--- src/rtl/picorv32_mem_arbiter_if.sv ---
// PicoRV32 native memory handshake bundle. The master drives the request and payload.
// The slave returns the completion pulse and the read data.
interface picorv32_mem_arbiter_if;
    logic        mem_valid;
    logic        mem_instr;
    logic [31:0] mem_addr;
    logic [31:0] mem_wdata;
    logic [3:0]  mem_wstrb;
    logic        mem_ready;
    logic [31:0] mem_rdata;

    modport master (
        output mem_valid, mem_instr, mem_addr, mem_wdata, mem_wstrb,
        input  mem_ready, mem_rdata
    );

    modport slave (
        input  mem_valid, mem_instr, mem_addr, mem_wdata, mem_wstrb,
        output mem_ready, mem_rdata
    );
endinterface

--- src/rtl/picorv32_mem_arbiter.sv ---
// Round-robin arbiter that shares one PicoRV32 native memory port between two requesters.
// The grant is locked for a whole transaction, and a watchdog ends transactions that are never answered.
module picorv32_mem_arbiter #(
    parameter int unsigned TIMEOUT = 1024
) (
    input  logic                   clk,
    input  logic                   reset,
    picorv32_mem_arbiter_if.slave  m0,
    picorv32_mem_arbiter_if.slave  m1,
    picorv32_mem_arbiter_if.master mem,
    output logic                   owner,
    output logic                   busy,
    output logic                   timeout_err
);
    localparam int unsigned     CntW    = (TIMEOUT == 0) ? 1 : $clog2(TIMEOUT + 1);
    localparam logic [CntW-1:0] CntLast = CntW'(TIMEOUT - 1);

    typedef enum logic {StIdle, StBusy} state_e;

    state_e          state_q, state_d;
    logic            last_q, last_d;
    logic            owner_q, owner_d;
    logic            mem_valid_q, mem_valid_d;
    logic            mem_instr_q, mem_instr_d;
    logic [31:0]     mem_addr_q, mem_addr_d;
    logic [31:0]     mem_wdata_q, mem_wdata_d;
    logic [3:0]      mem_wstrb_q, mem_wstrb_d;
    logic [CntW-1:0] cnt_q, cnt_d;

    logic        grant, grant_idx;
    logic        wd_fire, done;
    logic        m0_ready, m1_ready;
    logic [31:0] rsp_rdata;

    // On a tie, the requester that was not served last wins.
    assign grant     = m0.mem_valid | m1.mem_valid;
    assign grant_idx = m1.mem_valid & (~m0.mem_valid | ~last_q);

    // mem_ready takes priority over the watchdog in the same cycle.
    assign wd_fire = (TIMEOUT != 0) && (state_q == StBusy) && !mem.mem_ready &&
                     (cnt_q == CntLast);
    assign done    = (state_q == StBusy) && (mem.mem_ready || wd_fire);

    always_comb begin
        state_d     = state_q;
        last_d      = last_q;
        owner_d     = owner_q;
        mem_valid_d = mem_valid_q;
        mem_instr_d = mem_instr_q;
        mem_addr_d  = mem_addr_q;
        mem_wdata_d = mem_wdata_q;
        mem_wstrb_d = mem_wstrb_q;
        cnt_d       = cnt_q;
        unique case (state_q)
            StIdle: begin
                if (grant) begin
                    state_d     = StBusy;
                    owner_d     = grant_idx;
                    mem_valid_d = 1'b1;
                    mem_instr_d = grant_idx ? m1.mem_instr : m0.mem_instr;
                    mem_addr_d  = grant_idx ? m1.mem_addr  : m0.mem_addr;
                    mem_wdata_d = grant_idx ? m1.mem_wdata : m0.mem_wdata;
                    mem_wstrb_d = grant_idx ? m1.mem_wstrb : m0.mem_wstrb;
                    cnt_d       = '0;
                end
            end
            StBusy: begin
                if (done) begin
                    state_d     = StIdle;
                    mem_valid_d = 1'b0;
                    last_d      = owner_q;
                end else if (TIMEOUT != 0) begin
                    cnt_d = cnt_q + 1'b1;
                end
            end
            default: state_d = StIdle;
        endcase
    end

    always_ff @(posedge clk or posedge reset) begin
        if (reset) begin
            state_q     <= StIdle;
            last_q      <= 1'b1;
            owner_q     <= 1'b0;
            mem_valid_q <= 1'b0;
            mem_instr_q <= 1'b0;
            mem_addr_q  <= '0;
            mem_wdata_q <= '0;
            mem_wstrb_q <= '0;
            cnt_q       <= '0;
        end else begin
            state_q     <= state_d;
            last_q      <= last_d;
            owner_q     <= owner_d;
            mem_valid_q <= mem_valid_d;
            mem_instr_q <= mem_instr_d;
            mem_addr_q  <= mem_addr_d;
            mem_wdata_q <= mem_wdata_d;
            mem_wstrb_q <= mem_wstrb_d;
            cnt_q       <= cnt_d;
        end
    end

    assign rsp_rdata = mem.mem_ready ? mem.mem_rdata : 32'hFFFF_FFFF;
    assign m0_ready  = done & ~owner_q;
    assign m1_ready  = done & owner_q;

    assign m0.mem_ready = m0_ready;
    assign m1.mem_ready = m1_ready;
    assign m0.mem_rdata = m0_ready ? rsp_rdata : 32'h0;
    assign m1.mem_rdata = m1_ready ? rsp_rdata : 32'h0;

    assign mem.mem_valid = mem_valid_q;
    assign mem.mem_instr = mem_instr_q;
    assign mem.mem_addr  = mem_addr_q;
    assign mem.mem_wdata = mem_wdata_q;
    assign mem.mem_wstrb = mem_wstrb_q;

    assign owner       = owner_q;
    assign busy        = (state_q == StBusy);
    assign timeout_err = wd_fire;
endmodule

--- src/flat_wrapper.sv ---
// flat-port wrapper written by rule: the top's interface ports become plain ports
module picorv32_mem_arbiter_flat 
#(
    parameter int unsigned TIMEOUT = 1024
)
  (clk, reset, owner, busy, timeout_err, m0_mem_valid, m0_mem_instr, m0_mem_addr, m0_mem_wdata, m0_mem_wstrb, m0_mem_ready, m0_mem_rdata, m1_mem_valid, m1_mem_instr, m1_mem_addr, m1_mem_wdata, m1_mem_wstrb, m1_mem_ready, m1_mem_rdata, mem_mem_valid, mem_mem_instr, mem_mem_addr, mem_mem_wdata, mem_mem_wstrb, mem_mem_ready, mem_mem_rdata);
  picorv32_mem_arbiter_if m0_i ();
  picorv32_mem_arbiter_if m1_i ();
  picorv32_mem_arbiter_if mem_i ();
  input  logic clk;
  input  logic reset;
  output logic owner;
  output logic busy;
  output logic timeout_err;
  input wire logic [$bits(m0_i.mem_valid)-1:0] m0_mem_valid;
  input wire logic [$bits(m0_i.mem_instr)-1:0] m0_mem_instr;
  input wire logic [$bits(m0_i.mem_addr)-1:0] m0_mem_addr;
  input wire logic [$bits(m0_i.mem_wdata)-1:0] m0_mem_wdata;
  input wire logic [$bits(m0_i.mem_wstrb)-1:0] m0_mem_wstrb;
  output wire logic [$bits(m0_i.mem_ready)-1:0] m0_mem_ready;
  output wire logic [$bits(m0_i.mem_rdata)-1:0] m0_mem_rdata;
  input wire logic [$bits(m1_i.mem_valid)-1:0] m1_mem_valid;
  input wire logic [$bits(m1_i.mem_instr)-1:0] m1_mem_instr;
  input wire logic [$bits(m1_i.mem_addr)-1:0] m1_mem_addr;
  input wire logic [$bits(m1_i.mem_wdata)-1:0] m1_mem_wdata;
  input wire logic [$bits(m1_i.mem_wstrb)-1:0] m1_mem_wstrb;
  output wire logic [$bits(m1_i.mem_ready)-1:0] m1_mem_ready;
  output wire logic [$bits(m1_i.mem_rdata)-1:0] m1_mem_rdata;
  output wire logic [$bits(mem_i.mem_valid)-1:0] mem_mem_valid;
  output wire logic [$bits(mem_i.mem_instr)-1:0] mem_mem_instr;
  output wire logic [$bits(mem_i.mem_addr)-1:0] mem_mem_addr;
  output wire logic [$bits(mem_i.mem_wdata)-1:0] mem_mem_wdata;
  output wire logic [$bits(mem_i.mem_wstrb)-1:0] mem_mem_wstrb;
  input wire logic [$bits(mem_i.mem_ready)-1:0] mem_mem_ready;
  input wire logic [$bits(mem_i.mem_rdata)-1:0] mem_mem_rdata;
  assign m0_i.mem_valid = m0_mem_valid;
  assign m0_i.mem_instr = m0_mem_instr;
  assign m0_i.mem_addr = m0_mem_addr;
  assign m0_i.mem_wdata = m0_mem_wdata;
  assign m0_i.mem_wstrb = m0_mem_wstrb;
  assign m0_mem_ready = m0_i.mem_ready;
  assign m0_mem_rdata = m0_i.mem_rdata;
  assign m1_i.mem_valid = m1_mem_valid;
  assign m1_i.mem_instr = m1_mem_instr;
  assign m1_i.mem_addr = m1_mem_addr;
  assign m1_i.mem_wdata = m1_mem_wdata;
  assign m1_i.mem_wstrb = m1_mem_wstrb;
  assign m1_mem_ready = m1_i.mem_ready;
  assign m1_mem_rdata = m1_i.mem_rdata;
  assign mem_mem_valid = mem_i.mem_valid;
  assign mem_mem_instr = mem_i.mem_instr;
  assign mem_mem_addr = mem_i.mem_addr;
  assign mem_mem_wdata = mem_i.mem_wdata;
  assign mem_mem_wstrb = mem_i.mem_wstrb;
  assign mem_i.mem_ready = mem_mem_ready;
  assign mem_i.mem_rdata = mem_mem_rdata;
  picorv32_mem_arbiter #(.TIMEOUT(TIMEOUT)) u_core (.clk(clk), .reset(reset), .m0(m0_i), .m1(m1_i), .mem(mem_i), .owner(owner), .busy(busy), .timeout_err(timeout_err));
endmodule
--- config.mk ---
export PLATFORM = sky130hd
export DESIGN_NAME = picorv32_mem_arbiter_flat
export DESIGN_NICKNAME = d
export VERILOG_FILES = /design/src/rtl/picorv32_mem_arbiter_if.sv /design/src/rtl/picorv32_mem_arbiter.sv /design/src/flat_wrapper.sv
export SDC_FILE = /design/constraint.sdc
export NUM_CORES = 1
export LEC_CHECK = 0
export BUFFER_PORTS_ARGS = -buffer_cell sky130_fd_sc_hd__buf_4
export CAP_MARGIN = 5
export CORE_AREA = 2 2 124 126
export DETAILED_ROUTE_END_ITERATION = 10
export DIE_AREA = 0 0 126 128
export PLACE_DENSITY_LB_ADDON = 0.25
export SETUP_SLACK_MARGIN = 0.15
export SKIP_CTS_REPAIR_TIMING = 1
export SYNTH_ARGS = -nofsm -noshare
export SYNTH_HDL_FRONTEND = slang
export SYNTH_SLANG_ARGS = --single-unit
export TNS_END_PERCENT = 10
--- constraint.sdc ---
create_clock -name clk -period 3 [get_ports clk]
set_clock_uncertainty 0.2 [all_clocks]
set_input_delay 0.15 -clock clk [delete_from_list [all_inputs] [get_ports clk]]
set_output_delay 0.15 -clock clk [all_outputs]
set_load 0.005 [all_outputs]
## Word-level counts from Yosys, hierarchy flattened

Index checks and enable logic that the tools add are counted.
Widths: inputs -> output; s select.

| storage, ports and cells | value |
|---|---|
| flip-flop bits (word level) | 84 |
| input bits | 175 |
| output and inout bits | 139 |

| cells by class | value |
|---|---|
| add/sub/neg operators | 1 |
| eq/ne operators | 4 |
| multiplexer cells | 16 |
| bitwise logic cells | 9 |
| reduce and logical (&&, ||, !) cells | 9 |

Operators with widths:

| operator | number |
|---|---|
| $mux 32 | 5 |
| $mux 11 | 2 |
| $pmux 11 s2 | 1 |
| $add 11x1->11 const B | 1 |
| $eq 11x10->1 const B | 1 |
| $reduce_and 2->1 | 4 |
| $mux 1 | 5 |
| $mux 4 | 1 |
| $ne 2x2->1 const B | 2 |
| $not 1->1 | 4 |
| $pmux 1 s2 | 2 |
| $and 1x1->1 | 3 |
| $logic_and 1x1->1 | 3 |
| $ne 2x1->1 const B | 1 |
| $or 1x1->1 | 2 |
| $logic_not 1->1 | 1 |
| $logic_or 1x1->1 | 1 |

## Depth between registers and ports, before layout

Gate-level depths: netlist (run 1).

| depth | value |
|---|---|
| depth after elaboration | 7 |
| depth in mapped cells | 6 |
| gate-level depth less buffers | 6 |

## Worst setup path before layout (run 1)

OpenSTA, ideal clock, no wires.

| timing | value |
|---|---|
| path type | reg2out |
| start point | reg u_core.cnt_q[0] |
| end point | out m0_mem_rdata[12] |
| arrival time | 1.574 ns |
| data required time | 2.650 ns |
| setup slack | 1.076 ns |
| cell stages (with the launch flop) | 7 |
| path buffers | 1 |
| path through | dfrtp_1 > ha_1 > nand3_4 > o31ai_4 > nand3b_4 > buf_6 > nor2_2 |

| on the way | value |
|---|---|
| word-level cells in the longest chain between the ends | 6 |

RTL lines:

| what | RTL line | source |
|---|---|---|
| start, declared | picorv32_mem_arbiter.sv:28 | `logic [CntW-1:0] cnt_q, cnt_d;` |
| start signal, assigned | picorv32_mem_arbiter.sv:100 | `cnt_q <= cnt_d;` |
| $eq 11x10->1 | picorv32_mem_arbiter.sv:41 | `(cnt_q == CntLast);` |
| $logic_and 1x1->1 | picorv32_mem_arbiter.sv:40 | `assign wd_fire = (TIMEOUT != 0) && (state_q == StBusy) && !mem.mem_ready &&` |
| $logic_or 1x1->1 | picorv32_mem_arbiter.sv:42 | `assign done = (state_q == StBusy) && (mem.mem_ready \|\| wd_fire);` |
| $logic_and 1x1->1 | picorv32_mem_arbiter.sv:42 |  |
| $and 1x1->1 | picorv32_mem_arbiter.sv:105 | `assign m0_ready = done & ~owner_q;` |
| $mux 32 | picorv32_mem_arbiter.sv:110 | `assign m0.mem_rdata = m0_ready ? rsp_rdata : 32'h0;` |
| end, declared | flat_wrapper.sv:21 | `output wire logic [$bits(m0_i.mem_rdata)-1:0] m0_mem_rdata;` |

No other way between the ends.

## Worst setup path after layout (run 1)

| timing | value |
|---|---|
| start point | reg u_core.cnt_q[0] |
| end point | out m0_mem_rdata[22] |

The elaborated chain is that of the path after synthesis.

==> flow_metrics.tcl, run 1 <==
set metrics [dict create \
    clk_latency_ns 0.33 \
    cp-end-kind "output pin" \
    initialDrtViolationCount 143 \
    yosysWarnings 0 \
    crit_chain "ha_1 -> nand3_4 -> o31ai_4 -> nand3b_4 -> nor2_1 -> buf_4" \
    num_io_pins 314 \
    fp-row-count 45 \
    worst_setup_path_start_kind "register" \
    num_antenna_cells 0 \
    cp_top_family "simple AND/OR/NAND/NOR gates" \
    grt_pass1_wl_um 21200 \
    start_util_pct 30.2 \
    hp-class "in -> reg" \
    worst-setup-path-type "reg -> out" \
    netlist_top_cells_area "dfrtp_1 (46%), mux2i_1 (15%), o21ai_0 (8.4%)" \
    cpPeakStageDelay_ns 0.42 \
    numCtsBuffers 9 \
    place_area_um2 6980 \
    grt_pass1_vias 4331 \
    nFillCells 1203 \
    dr_wl_met3_um 1360 \
    ys_seq_elements 84 \
    arrival_ns 2.37 \
    top_layer_used "met4" \
    cts.path.max_buffers 2 \
    synthFlopType "dfrtp_1" \
    finalSetupViolations 0 \
    status "finished with violations" \
    overflow 0 \
    multi_input_area_um2 2180 \
    vdd_drop_max_mv 0.386 \
    synth_top_area_share_pct 46.3 \
    die_width_um 126 \
    wl_met2_um 8840 \
    path_clk_slew_ns 0.07 \
    drive_gt1_share_pct 39.3 \
    regArea_um2 2100 \
    cp_max_fo 33 \
    synth.most_common_cell "nor2_1" \
    cts_tree "built" \
    met1Wirelength_um 5780 \
    synth-seq-area-share_pct 46.9 \
    numClockSinks 84 \
    fp.dieArea_um2 16100 \
    syn-num-nets 671 \
    drt_first_pass_iters 4 \
    synth_largest_area_cell "dfrtp_1" \
    netlist_top_cells_count "nor2_1 (89), dfrtp_1 (83), nand2_1 (77)" \
    max_slew_margin_pct 30.8 \
    slowest_stage "o31ai_4" \
    fin_area_um2 8630 \
    async_flop_share_pct 100 \
    antenna_found_initial 0 \
    core_area_um2 14900 \
    final_max_slew_viol_count 0 \
    grt_use_total_pct 16.5 \
    clock.fmax_mhz 368 \
    cts_root_buffer "clkbuf_16" \
    num-nets-final 1099 \
    synth_area_per_cell_um2 9.06 \
    drc 0 \
    dr_total_vias 5095 \
    synth_edf_count 0 \
    yosysUniqueCellTypes 42 \
    grt_max_degree 71 \
    cp.required_ns 2.65 \
    maxCapViolCount 0 \
    via_per_inst 4.57 \
    ant_nets 0 \
    rsz0062_at_grt "true" \
    finalPower_w 0.00540 \
    synthCells 495 \
    hold_viol 5 \
    period_needed_ns 2.72 \
    area_delta_synth_final_pct 92.3 \
    cp_num_buf_inv 1 \
    netlist_area_um2 4490 \
    p_leak_nw 4.39 \
    tightest_slew_ns 1.03 \
    violations "hold timing" \
    gp_congestion 1.01 \
    numPortBuffers 313 \
    hpwl_um 11300 \
    htreeDepth 3 \
    routed_wl_um 16200 \
    hold-worst-slack_ns -0.0660 \
    finalCritPeriodShare_pct 90.5 \
    wl_per_cell_um 14.6 \
    tns_ns 0 \
    p_per_area_nw_per_um2 626 \
    die_y_um 128 \
]
==> metrics by stage <==
step | utilization, % | instances | setup WS, ns
6_report | 58.0 | 1116 | 0.285
5_1_grt | 58.0 | 1116 | 0.0990
4_1_cts | 49.2 | 985 | 0.273
3_5_place_dp | 47.0 | 969 | 0.644
3_3_place_gp | 47.0 | 969 | 0.721
2_1_floorplan | - | 495 | 0.487
==> metal layers <==
metal	track usage [%]	vias up
met3	5.55	19
met1	17.2	2334
met5	0	-
met2	31.4	224
li1	-	2518
met4	5.11	0
==> placed cells by master (no fill, tap or decap), types with 5 or more instances in the layout <==
master	n
buf_4	318
dlygate4sd3_1	131
nor2_1	89
dfrtp_1	83
nand2_1	77
o21ai_0	75
mux2i_1	69
nor2_2	13
inv_1	9
clkbuf_16	9
nand3_1	5
==> final cells by class <==
cell class,instances,share of cell area (%)
well taps,188,2.73
multi-input cells,367,25.2
clock buffers,10,2.77
inverters,10,0.450
clock inverters,6,1.10
repair buffers,451,43.3
flip-flops and latches,84,24.4
==> final timing paths <==
path,from,to,slack (ns),cells after the start
worst max register to register,u_core.last_q,u_core.mem.mem_addr[26],0.67,5
worst min register to register,u_core.mem.mem_wdata[30],u_core.mem.mem_wdata[30],0.28,2
min in group asynchronous,reset,u_core.mem.mem_addr[13],0.38,3
max in group asynchronous,reset,u_core.mem.mem_addr[10],1.47,4
worst min-delay path,m0_mem_wdata[25],u_core.mem.mem_wdata[25],-0.07,3
worst max-delay path,u_core.cnt_q[0],m0_mem_rdata[22],0.28,6
==> kinds of logic after synthesis <==
kind of cell	count (synthesis)	share of synthesized area (%)
AO/OA/AOI/OAI	94	12.1
adder cells (fa/ha/maj)	1	0.279
buffers and inverters	44	5.10
flip-flops	84	46.9
multiplexers	69	15.4
AND/OR/NAND/NOR	203	20.3
==> report_power, final <==
group / internal (W) / switching (W)
Clock: 0.000761 / 0.000470
Combinational: 0.00132 / 0.000990
Sequential: 0.00156 / 0.000291
Total: 0.00364 / 0.00175
==> sequential cells by signal, indices dropped and copies added, names as in the netlist <==
name                  cells
u_core.mem.mem_addr      32
u_core.mem.mem_wdata     32
u_core.cnt_q             11
u_core.mem.mem_wstrb      4
u_core.busy               1
u_core.last_q             1
u_core.mem.mem_instr      1
u_core.mem.mem_valid      1
u_core.owner              1
==> worst reg2reg max path, stage by stage (launching register included) <==
cell and delay (ns):
dfstp_2 0.38, a21boi_4 0.17, buf_12 0.33, mux2i_1 0.43, dlygate4sd3_1 0.58, o21ai_0 0.08
No activity file was read; power rests on OpenSTA's default activity.
==> inputs of run 2 (changes only) <==
--- a/config.mk
+++ b/config.mk
@@ -10,7 +10,7 @@
 export CORE_AREA = 2 2 124 126
 export DETAILED_ROUTE_END_ITERATION = 10
 export DIE_AREA = 0 0 126 128
-export PLACE_DENSITY_LB_ADDON = 0.25
+export PLACE_DENSITY = 0.68
 export SETUP_SLACK_MARGIN = 0.15
 export SKIP_CTS_REPAIR_TIMING = 1
 export SYNTH_ARGS = -nofsm -noshare
==> run 2 against run 1 <==
The flow still finishes with violations (hold timing). Worst setup slack worse by 0.082 ns. Sequential share of layout area is 0.12 points lower. Routed wire length rose by 1.3%. Largest cell class unchanged.
==> flow_metrics.tcl, run 2 (same netlist as run 1, synthesis figures left out) <==
set metrics [dict create \
    wl_per_cell_um 14.7 \
    grt_max_degree 65 \
    numPortBuffers 313 \
    grt_pass1_wl_um 21000 \
    cp-startpoint "u_core.cnt_q[0]" \
    routed_wl_um 16500 \
    finalCritPeriodShare_pct 93.3 \
    fp-row-count 45 \
    vdd_drop_max_mv 0.260 \
    finalPower_w 0.00528 \
    swShare_pct 32.8 \
    wl_met2_um 8760 \
    num_io_pins 314 \
    seqPwrFrac_pct 35.0 \
    via_per_inst 4.61 \
    core_area_um2 14900 \
    ant_nets 0 \
    hold-worst-slack_ns -0.0630 \
    numClockSinks 84 \
    p_per_area_nw_per_um2 609 \
    area_delta_synth_final_pct 93.3 \
    worst_setup_path_start_kind "register" \
    start_util_pct 30.2 \
    tightest_slew_ns 0.972 \
    cp-end-kind "output pin" \
    rsz0062_at_grt "true" \
    final_common_cell "buf_4" \
    arrival_ns 2.45 \
    finalSetupViolations 0 \
    path_clk_slew_ns 0.06 \
    status "finished with violations" \
    clk_latency_ns 0.33 \
    period_needed_ns 2.80 \
    power.clock.fraction_pct 20.9 \
    reg2reg_depth 5 \
    fp.dieArea_um2 16100 \
    num-nets-final 1106 \
    top_layer_used "met4" \
    p_leak_nw 4.41 \
    r2r-end "u_core.mem.mem_wdata[11]" \
    maxCapViolCount 0 \
    grt_pass1_vias 4170 \
    htreeDepth 3 \
    num_antenna_cells 0 \
    r2r-start "u_core.last_q" \
    cts_tree "built" \
    drt_first_pass_iters 5 \
    min_from "m1_mem_wdata[12]" \
    initialDrtViolationCount 174 \
    pwr-share-comb_pct 44.1 \
    final_max_slew_viol_count 0 \
    numCtsBuffers 9 \
    dr_total_vias 5176 \
    antenna_found_initial 0 \
    r2r_slack_ns 0.59 \
    crit_end "m0_mem_rdata[10]" \
    overflow 0 \
    max_slew_margin_pct 35.0 \
    hp-class "in -> reg" \
    tns_ns 0 \
    nFillCells 1287 \
    grt_use_total_pct 16.4 \
    die_width_um 126 \
    cts_root_buffer "clkbuf_16" \
    final_cells 1123 \
    hpwl_um 10800 \
    drc 0 \
    cts.path.max_buffers 2 \
    hold_viol 3 \
    cp_max_fo 16 \
    clock.fmax_mhz 357 \
    dp.cells 969 \
    met1Wirelength_um 5940 \
    final_cell_mix "buf_4 (317), dlygate4sd3_1 (137), nor2_1 (89), dfrtp_1 (83), nand2_1 (77)" \
    worst-setup-path-type "reg -> out" \
    violations "hold timing" \
    dr_wl_met3_um 1380 \
    die_y_um 128 \
    gp_congestion 0.769 \
    p_switching_w 0.00173 \
    cp.required_ns 2.65 \
    drive_gt1_share_pct 39.0 \
    p_int_w 0.00355 \
]
-- run 2: changes by cell type in the layout (fill, tap and decap cells not counted) --
cell           previous run  this run
clkbuf_8                  1         0
clkinvlp_4                0         1
buf_12                    2         3
dlygate4sd3_1           131       137
buf_4                   318       317
bufinv_16                 2         1
clkbuf_1                  0         1
nand3b_2                  0         1
clkinv_2                  1         3
inv_6                     2         0
-- run 2: area by class of cell --
class / instances / area (um^2) / share of cell area (%)
clock buffers: 10 / 229 / 2.64
clock inverters: 6 / 65.1 / 0.750
inverters: 10 / 38.8 / 0.447
multi-input cells: 368 / 2190 / 25.2
flip-flops and latches: 84 / 2100 / 24.3
well taps: 188 / 235 / 2.71
repair buffers: 457 / 3810 / 44.0
-- run 2: metal layers --
layer	global-route usage, %	vias to the layer above
met4	6.21	0
met5	0	-
met2	29.6	246
met3	4.76	28
li1	-	2542
met1	18.2	2360
-- run 2: how the worst min path moves through the flow --
| stage | end | slack [ns] | cells past startpoint |
|---|---|---|---|
| finish | u_core.mem.mem_wdata[12] | -0.06 | 3 |
| global placement | u_core.mem.mem_addr[16] | 0.11 | 2 |
| detailed placement | u_core.mem.mem_addr[16] | 0.10 | 2 |
| global route | u_core.mem.mem_addr[19] | -0.04 | 3 |
| CTS | u_core.mem.mem_addr[16] | -0.26 | 2 |
| floorplan | u_core.mem.mem_addr[0] | 0.15 | 2 |
-- run 2: through the flow --
step                util (%)  worst slack (ns)  area [um^2]
floorplan                  -             0.487         4490
global placement        47.0             0.700         6990
detailed placement      47.0             0.602         6990
CTS                     49.0             0.221         7290
global route            58.3            0.0430         8670
finish                  58.3             0.202         8670
-- run 2: power groups by stage --
stage / sequential [W] / combinational (W) / clock, W
6_report: 0.00184 / 0.00233 / 0.00110
5_1_grt: 0.00190 / 0.00255 / 0.00118
4_1_cts: 0.00183 / 0.00206 / 0.00114
3_5_place_dp: 0.00184 / 0.00207 / 0
3_3_place_gp: 0.00182 / 0.00205 / 0
2_1_floorplan: 0.00184 / 0.000856 / 0
-- run 2: worst max-delay path: stages (launching register included) --
cell and delay, ns:
dfrtp_1 0.40, ha_1 0.26, nand3_4 0.16, o31ai_4 0.49, nand3b_2 0.45, nor2_1 0.22
buf_4 0.13
